===== src/rtl/bus_fifo_pkg.sv =====
// Shared types and constants for the bus driver FIFO bank.
// Optional per-channel pop statistics are enabled with BUS_FIFO_STATS_EN.
package bus_fifo_pkg;
  localparam int ID_W = 8;
  localparam logic [ID_W-1:0] BCAST = 8'hFF;

  typedef enum logic {
    OVF_REJECT    = 1'b0,
    OVF_OVERWRITE = 1'b1
  } ovf_mode_e;

  function automatic int cnt_width(input int depth);
    return $clog2(depth + 1);
  endfunction
endpackage


===== src/rtl/bus_fifo_chan.sv =====
// One terminal channel: transmit FIFO with overflow policy, receive capture with ID check.
// Pop statistics counter is compiled only when BUS_FIFO_STATS_EN is defined.
module bus_fifo_chan
  import bus_fifo_pkg::*;
#(
  parameter int        IDX       = 0,
  parameter int        PCKG_SZ   = 16,
  parameter int        DEEP      = 8,
  parameter int        AFULL_THR = DEEP - 1,
  parameter ovf_mode_e OVF_MODE  = OVF_REJECT
) (
  input  logic               clk_i,
  input  logic               reset_i,
  input  logic               wr_en_i,
  input  logic [PCKG_SZ-1:0] wr_data_i,
  output logic               full_o,
  output logic               afull_o,
  output logic               pndng_o,
  output logic [PCKG_SZ-1:0] d_pop_o,
  input  logic               pop_i,
  input  logic               push_i,
  input  logic [PCKG_SZ-1:0] d_push_i,
  output logic               rx_valid_o,
  output logic [PCKG_SZ-1:0] rx_data_o,
  output logic               ovf_flag_o,
  output logic               udf_flag_o,
  output logic               id_err_o,
  output logic [15:0]        stat_cnt_o
);
  localparam int CW = cnt_width(DEEP);
  localparam int PW = (DEEP > 1) ? $clog2(DEEP) : 1;

  logic [PCKG_SZ-1:0] mem_q [DEEP];
  logic [PW-1:0]      wr_ptr_q, wr_ptr_d, rd_ptr_q, rd_ptr_d;
  logic [CW-1:0]      cnt_q, cnt_d;
  logic               rx_valid_q, rx_valid_d;
  logic [PCKG_SZ-1:0] rx_data_q, rx_data_d;
  logic               ovf_q, ovf_d, udf_q, udf_d, id_err_q, id_err_d;
  logic               empty, is_full, do_pop, do_wr, ovf_ev, adv_head;
  logic [ID_W-1:0]    rx_id;

  function automatic logic [PW-1:0] ptr_inc(input logic [PW-1:0] p);
    return (p == PW'(DEEP - 1)) ? '0 : p + 1'b1;
  endfunction

  always_comb begin
    empty    = (cnt_q == '0);
    is_full  = (cnt_q == CW'(DEEP));
    do_pop   = pop_i && !empty;
    // A full write with a simultaneous pop is an ordinary write, not an overflow.
    ovf_ev   = wr_en_i && is_full && !pop_i;
    do_wr    = wr_en_i && (!ovf_ev || (OVF_MODE == OVF_OVERWRITE));
    adv_head = do_pop || (ovf_ev && (OVF_MODE == OVF_OVERWRITE));

    wr_ptr_d = do_wr ? ptr_inc(wr_ptr_q) : wr_ptr_q;
    rd_ptr_d = adv_head ? ptr_inc(rd_ptr_q) : rd_ptr_q;
    cnt_d    = cnt_q;
    if (do_wr && !adv_head) begin
      cnt_d = cnt_q + 1'b1;
    end else if (!do_wr && adv_head) begin
      cnt_d = cnt_q - 1'b1;
    end

    rx_id      = d_push_i[PCKG_SZ-1 -: ID_W];
    rx_valid_d = push_i;
    rx_data_d  = push_i ? d_push_i : rx_data_q;
    ovf_d      = ovf_q | ovf_ev;
    udf_d      = udf_q | (pop_i && empty);
    id_err_d   = id_err_q | (push_i && (rx_id != ID_W'(IDX)) && (rx_id != BCAST));
  end

  always_ff @(posedge clk_i) begin
    if (!reset_i) begin
      wr_ptr_q   <= '0;
      rd_ptr_q   <= '0;
      cnt_q      <= '0;
      rx_valid_q <= 1'b0;
      rx_data_q  <= '0;
      ovf_q      <= 1'b0;
      udf_q      <= 1'b0;
      id_err_q   <= 1'b0;
    end else begin
      wr_ptr_q   <= wr_ptr_d;
      rd_ptr_q   <= rd_ptr_d;
      cnt_q      <= cnt_d;
      rx_valid_q <= rx_valid_d;
      rx_data_q  <= rx_data_d;
      ovf_q      <= ovf_d;
      udf_q      <= udf_d;
      id_err_q   <= id_err_d;
    end
  end

  // Storage needs no reset; d_pop_o is masked while the channel is empty.
  always_ff @(posedge clk_i) begin
    if (reset_i && do_wr) begin
      mem_q[wr_ptr_q] <= wr_data_i;
    end
  end

  assign full_o     = is_full;
  assign afull_o    = (cnt_q >= CW'(AFULL_THR));
  assign pndng_o    = !empty;
  assign d_pop_o    = empty ? '0 : mem_q[rd_ptr_q];
  assign rx_valid_o = rx_valid_q;
  assign rx_data_o  = rx_data_q;
  assign ovf_flag_o = ovf_q;
  assign udf_flag_o = udf_q;
  assign id_err_o   = id_err_q;

`ifdef BUS_FIFO_STATS_EN
  logic [15:0] stat_q, stat_d;

  always_comb begin
    stat_d = stat_q;
    if (do_pop && (stat_q != 16'hFFFF)) begin
      stat_d = stat_q + 16'd1;
    end
  end

  always_ff @(posedge clk_i) begin
    if (!reset_i) begin
      stat_q <= '0;
    end else begin
      stat_q <= stat_d;
    end
  end

  assign stat_cnt_o = stat_q;
`else
  assign stat_cnt_o = '0;
`endif
endmodule


===== src/rtl/bus_drvr_fifo_bank.sv =====
// Bank of independent per-terminal FIFO channels between the agents and the bus.
// Define BUS_FIFO_STATS_EN to enable the per-channel stat_cnt pop counters.
module bus_drvr_fifo_bank
  import bus_fifo_pkg::*;
#(
  parameter int pckg_sz   = 16,
  parameter int deep_fifo = 8,
  parameter int drvrs     = 4,
  parameter int afull_thr = deep_fifo - 1,
  parameter int ovf_mode  = 0
) (
  input  logic                            clk,
  input  logic                            reset,
  input  logic [drvrs-1:0]                wr_en,
  input  logic [drvrs-1:0][pckg_sz-1:0]   wr_data,
  output logic [drvrs-1:0]                full,
  output logic [drvrs-1:0]                afull,
  output logic [drvrs-1:0]                pndng,
  output logic [drvrs-1:0][pckg_sz-1:0]   D_pop,
  input  logic [drvrs-1:0]                pop,
  input  logic [drvrs-1:0]                push,
  input  logic [drvrs-1:0][pckg_sz-1:0]   D_push,
  output logic [drvrs-1:0]                rx_valid,
  output logic [drvrs-1:0][pckg_sz-1:0]   rx_data,
  output logic [drvrs-1:0]                ovf_flag,
  output logic [drvrs-1:0]                udf_flag,
  output logic [drvrs-1:0]                id_err,
  output logic [drvrs-1:0][15:0]          stat_cnt
);
  localparam ovf_mode_e OVF_SEL = (ovf_mode != 0) ? OVF_OVERWRITE : OVF_REJECT;

  for (genvar g = 0; g < drvrs; g++) begin : g_chan
    bus_fifo_chan #(
      .IDX       (g),
      .PCKG_SZ   (pckg_sz),
      .DEEP      (deep_fifo),
      .AFULL_THR (afull_thr),
      .OVF_MODE  (OVF_SEL)
    ) u_chan (
      .clk_i      (clk),
      .reset_i    (reset),
      .wr_en_i    (wr_en[g]),
      .wr_data_i  (wr_data[g]),
      .full_o     (full[g]),
      .afull_o    (afull[g]),
      .pndng_o    (pndng[g]),
      .d_pop_o    (D_pop[g]),
      .pop_i      (pop[g]),
      .push_i     (push[g]),
      .d_push_i   (D_push[g]),
      .rx_valid_o (rx_valid[g]),
      .rx_data_o  (rx_data[g]),
      .ovf_flag_o (ovf_flag[g]),
      .udf_flag_o (udf_flag[g]),
      .id_err_o   (id_err[g]),
      .stat_cnt_o (stat_cnt[g])
    );
  end
endmodule


===== config.mk =====
export PLATFORM = sky130hd
export DESIGN_NAME = bus_drvr_fifo_bank
export DESIGN_NICKNAME = d
export VERILOG_FILES = /design/src/rtl/bus_fifo_pkg.sv /design/src/rtl/bus_fifo_chan.sv /design/src/rtl/bus_drvr_fifo_bank.sv
export SDC_FILE = /design/constraint.sdc
export NUM_CORES = 1
export LEC_CHECK = 0
export ABC_AREA = 1
export BUFFER_PORTS_ARGS = -buffer_cell sky130_fd_sc_hd__buf_2
export CORE_MARGIN = 4
export CORE_UTILIZATION = 45
export CTS_CLUSTER_SIZE = 10
export DETAILED_ROUTE_END_ITERATION = 6
export REMOVE_ABC_BUFFERS = 1
export SYNTH_ARGS = -nofsm -noshare
export SYNTH_HDL_FRONTEND = slang
export SYNTH_HIERARCHICAL = 1
export SYNTH_SLANG_ARGS = --single-unit

===== constraint.sdc =====
create_clock -name clk -period 3.25 [get_ports clk]
set_input_delay 0.1625 -clock clk [delete_from_list [all_inputs] [get_ports clk]]
set_output_delay 0.1625 -clock clk [all_outputs]
set_load 0.01 [all_outputs]

; ---- Word-level counts from Yosys, hierarchy flattened
; Memories as Yosys holds them, arrays and structs flattened. A register that Yosys moved wholly into a read port is not among the register bits.
; Index checks and enable logic that the tools add are counted.
[classes]
add_sub_neg = 16
n_lt_le_gt_ge = 4
eq_ne = 19
muxes = 36
bitwise_logic = 12
n_reduce_logical = 69
[op_table]
columns = cell, count
row1 = 2-to-1 mux 16 bit, 4
row2 = 2-to-1 mux 3 bit, 16
row3 = logical AND 1 bit, 40
row4 = 2-to-1 mux 4 bit, 8
row5 = "!= test 8 bit, second input constant", 4
row6 = "adder 3 x 1 -> 3 bit, second input constant", 8
row7 = "== test 3 bit, second input constant", 8
row8 = zero test 1 bit, 20
row9 = "adder 4 x 1 -> 4 bit, second input constant", 4
row10 = "== test 4 bit, second input constant", 4
row11 = ">= comparator 4 x 3 -> 1 bit, second input constant", 4
row12 = zero test 4 bit, 4
row13 = "!= test 8 x 2 -> 1 bit, second input constant", 2
row14 = "subtractor 4 x 1 -> 4 bit, second input constant", 4
row15 = OR 1 bit, 12
row16 = 2-to-1 mux 1 bit, 8
row17 = "!= test 8 x 1 -> 1 bit, second input constant", 1
row18 = nonzero test 2 bit, 4
row19 = nonzero test 8 bit, 1
[word_totals]
ff_bits = 120
mem_bits_rw = 512
input_bits = 142
out_inout_bits = 220
word_cells = 192
mem_count = 4
[memory_table]
columns = memory, words, width, rd, rd_clocked_by_memory_dff, wr, line
row1 = g_chan[0].u_chan.mem_q, 8, 16, 1, 1, 1, bus_fifo_chan.sv:33  ; logic [PCKG_SZ-1:0] mem_q [DEEP];
row2 = g_chan[1].u_chan.mem_q, 8, 16, 1, 1, 1, bus_fifo_chan.sv:33
row3 = g_chan[2].u_chan.mem_q, 8, 16, 1, 1, 1, bus_fifo_chan.sv:33
row4 = g_chan[3].u_chan.mem_q, 8, 16, 1, 1, 1, bus_fifo_chan.sv:33

; ---- Longest topological paths before layout
[logic_depth]
ltp_word = 9
depth_mapped = 15

; ---- By module
; The synthesis kept the hierarchy.
[modules_own_cells]
columns = mod, n_inst, cells_per_inst, area_per_inst_um2, seq_area_each_um2
row1 = bus_fifo_chan at g_chan[3].u_chan, 1, 716, 6940.4, 4504.3
row2 = bus_fifo_chan at g_chan[0].u_chan, 1, 713, 6911.6, 4504.3
row3 = bus_fifo_chan at g_chan[2].u_chan, 1, 693, 6907.9, 4504.3
row4 = bus_fifo_chan at g_chan[1].u_chan, 1, 678, 6885.4, 4504.3

; ---- Least setup slack after synthesis
; Ideal clock, no wire load.
[synth_timing]
kind = reg-to-reg
from = register g_chan[3].u_chan.cnt_q[1]
to = register g_chan[3].u_chan.cnt_q[3]
setup_ns = 0.109
t_arrival_ns = 1.921
setup_slack_ns = 1.220
path_stages_with_launch = 13
path_cell_list = dfxtp_1 -> nor2_2 -> nand3_1 -> nand2_1 -> inv_1 -> ha_1 -> inv_1 -> ha_1 -> or2_2 -> nand3_1 -> nand3b_1 -> nand2_1 -> inv_1
[synth_via]
elab_chain_len = 8
[synth_lines]
columns = item, line
row1 = start: declaration, bus_fifo_chan.sv:35  ; logic [CW-1:0] cnt_q, cnt_d;
row2 = start signal: assignment, bus_fifo_chan.sv:85  ; cnt_q <= cnt_d;
row3 = == test 4 bit (*), bus_fifo_chan.sv:48  ; is_full = (cnt_q == CW'(DEEP));
row4 = logical AND 1 bit (*) (2 in a row), bus_fifo_chan.sv:51  ; ovf_ev = wr_en_i && is_full && !pop_i;
row5 = zero test 1 bit (*), bus_fifo_chan.sv:52  ; do_wr = wr_en_i && (!ovf_ev || (OVF_MODE == OVF_OVERWRITE));
row6 = logical AND 1 bit (*), bus_fifo_chan.sv:52
row7 = named net g_chan[3].u_chan.do_wr, bus_fifo_chan.sv:39  ; logic empty, is_full, do_pop, do_wr, ovf_ev, adv_head;
row8 = zero test 1 bit, bus_fifo_chan.sv:60  ; end else if (!do_wr && adv_head) begin
row9 = logical AND 1 bit, bus_fifo_chan.sv:60
row10 = nonzero test 2 bit (no line), --
; Mark *: on every way through the listed nets, which the timed path passes. The rest lies on a longest branch. The select of a mux whose other input is x is not followed.
; A chain may end at the register's enable or synchronous reset.

==> results.toml <==
[run_status]
outcome = "completed"

[sta]
finClkSkew_ns = 0.0241
finalCritPeriodShare_pct = 84.4
fin_crit_ns = 2.74
timing_max_transition_violations_final = 0
tightest_slew_ns = 0.968
finalSetupViolCount = 0
fmax_mhz = 364
rsz0062_at_grt = "no"
final_hold_viol_count = 0
fin_tns_setup_ns = 0
relSlewSlack_pct = 35.5

[yosys]
synth_top_cell_area_share_pct = 55.6
ys_ff_latch = 644
synthTopCellsByArea = "edfxtp_1 (56%), dfxtp_1 (9.6%), nand2_1 (8.1%)"
synth_top_cell_by_area = "edfxtp_1"
yosysUniqueCellTypes = 33
syn_area_per_cell_um2 = 9.87
netlist_area_um2 = 27600
yosysWarnings = 6
synth.yosys.seq_area_share_pct = 65.2
async_reset_ff_share_pct = 0
syn_inst = 2800
synthFlopType = "edfxtp_1"
synth_edf_count = 512

[floorplan]
initial_core_util_pct = 45.6
die_area_um2 = 65500
core-area_um2 = 60600
core.rowCount = 90
die_w_um = 256
io_pins = 362
die_y_um = 256

[finish]
area_delta_synth_final_pct = 20.6
layout_common_cells = "nor2_1 (594), nand2_1 (594), edfxtp_1 (512)"
layout-drive-gt1-share_pct = 14.0
stdcell_count = 4102
fill_cells = 5243
final_util_pct = 55.0
fin_nets = 3442

[grt]
busiest_layer = "met2"
grt_max_degree = 97
grtUsageTotal_pct = 20.3
first_global_vias = 20200
antenna_found_initial = 3
met1_usage_pct = 25.4
grt_use_met3_pct = 4.42
grtUsageMet2_pct = 34.6
grt.overflow.total = 0
grt_pass1_wl_um = 107000

[cts]
insertion_delay_ns = 0.60
cts_htree_levels = 3
clock-sinks = 644
cts_resized = 0
cts_buffer_depth = 3
clk_pin_slew_worst_paths_ns = 0.06
cts_tree = "yes"
numCtsBuffers = 75
clock-root-buffer = "clkbuf_16"
postCtsSetupBuffers = 0

[critical_path]
worstSetupPathType = "reg -> out"
crit_required_ns = 3.09
cp_max_fo = 96
cpMostUsedCell = "nor2_1"
cp-end-kind = "output port"
cp_slowest_cell = "buf_4"
path_cells = "buf_4 > nor2_1 > nor2_1 > o21ai_0 > nand2_1 > nor2_1 > nor2_1 > buf_2"
cp.arrival_ns = 2.58
start_kind = "flip-flop"
max_stage_delay_ns = 0.72

[detailed_routing]
vias = 20400
antenna_left = 0
wirelength_um = 68700
wl_per_cell_um = 16.7
viasPerCell = 4.97
drc_errors = 0
drt_iter0_drc = 1157
dr.pass1.iters = 7

[power_and_ir_drop]
leakagePower_nw = 14.2
ir_drop_mv = 0.340
power_density_nw_per_um2 = 715

[place]
globalplace.congestion = 0.912
placed_cells = 3818
port_buffers = 297
dp_hpwl_um = 42000

[run]
maxCapViolations = 0

[min_path]
hold_path_class = "in -> reg"
[worst paths after layout]
| kind | start | endpoint | slack (ns) | depth (start not counted) |
|---|---|---|---|---|
| max | flip-flop | D_pop[7] | 0.51 | 8 |
| min reg2reg | g_chan[0].u_chan/ovf_flag_o$_SDFF_PN0_ | g_chan[0].u_chan/ovf_flag_o$_SDFF_PN0_ | 0.46 | 2 |
| max reg2reg | g_chan[3].u_chan/cnt_q[1]$_SDFFE_PN0P_ | g_chan[3].u_chan/cnt_q[3]$_SDFFE_PN0P_ | 0.95 | 12 |
| min | push[0] | g_chan[0].u_chan/rx_valid_o$_SDFF_PN0_ | 0.04 | 3 |
[area by class of cell]
cell class	instances	area [um2]	area share [%]
Sequential cell	644	18000	54.1
Clock inverter	7	85.1	0.255
Inverter	270	1030	3.09
Clock buffer	119	2060	6.19
Tap cell	782	978	2.94
Antenna cell	3	7.51	0.0225
Timing Repair Buffer	513	3510	10.5
Multi-Input combinational cell	1764	7630	22.9
[where the power goes]
group | leakage, nW | switching, mW | internal [mW] | total (mW)
registers | 5.72 | 0.320 | 9.32 | 9.64
clock network | 1.02 | 3.11 | 4.34 | 7.45
logic | 7.47 | 4.43 | 2.30 | 6.73
[kinds of logic after synthesis]
group | synth area share (%)
other | 0.0543
flip-flops | 65.2
buffers and inverters | 8.03
adder cells (fa/ha/maj) | 1.56
XOR/XNOR | 0.190
AO/OA/AOI/OAI | 5.25
AND/OR/NAND/NOR | 19.7
[flip-flops by register name, summed over array words and instances, names as in the netlist, named ones only]
register                  count
g_chan.u_chan/cnt_q          16
g_chan.u_chan/id_err_o        4
g_chan.u_chan/mem_q         512
g_chan.u_chan/ovf_flag_o      4
g_chan.u_chan/rd_ptr_q       12
g_chan.u_chan/rx_data_o      64
g_chan.u_chan/rx_valid_o      4
g_chan.u_chan/udf_flag_o      4
g_chan.u_chan/wr_ptr_q       12
[per-layer routing]
layer,vias up,wire (um)
li1,9941,-
met1,9677,28900
met2,619,33200
met3,136,4350
met4,0,2170
met5,-,0
[timing repair]
item                                   CTS  global route
endpoints found under the hold margin  618             0
hold buffers                           155             0
setup endpoints to repair                0             0
[critical path, delay by kind of cell, from the launching register on]
family	cells	cell delay, ns
compound gates	1	0.10
flops	1	0.32
buf+inv	2	0.91
simple gates	5	0.62
[stage by stage]
step	setup WS (ns)	total power, mW	hold slack (ns)	instance area [um2]
2_1_floorplan	-0.0691	13.8	0.252	26700
3_3_place_gp	1.04	16.3	0.385	29600
3_5_place_dp	0.943	16.4	0.391	29600
4_1_cts	0.466	24.1	0.00100	33300
5_1_grt	0.290	25.2	0.0587	33300
6_report	0.506	23.8	0.0447	33300
[synthesized netlist by cell type, drive strengths merged, types with 6 or more instances]
cell type  instances
a21oi             60
buf              147
clkbuf            35
dfxtp            132
edfxtp           512
ha                28
inv              269
nand2            597
nand3            151
nand3b             6
nand4              9
nor2             597
nor3              10
o21ai            224
Power figures use the tool's default switching activity.
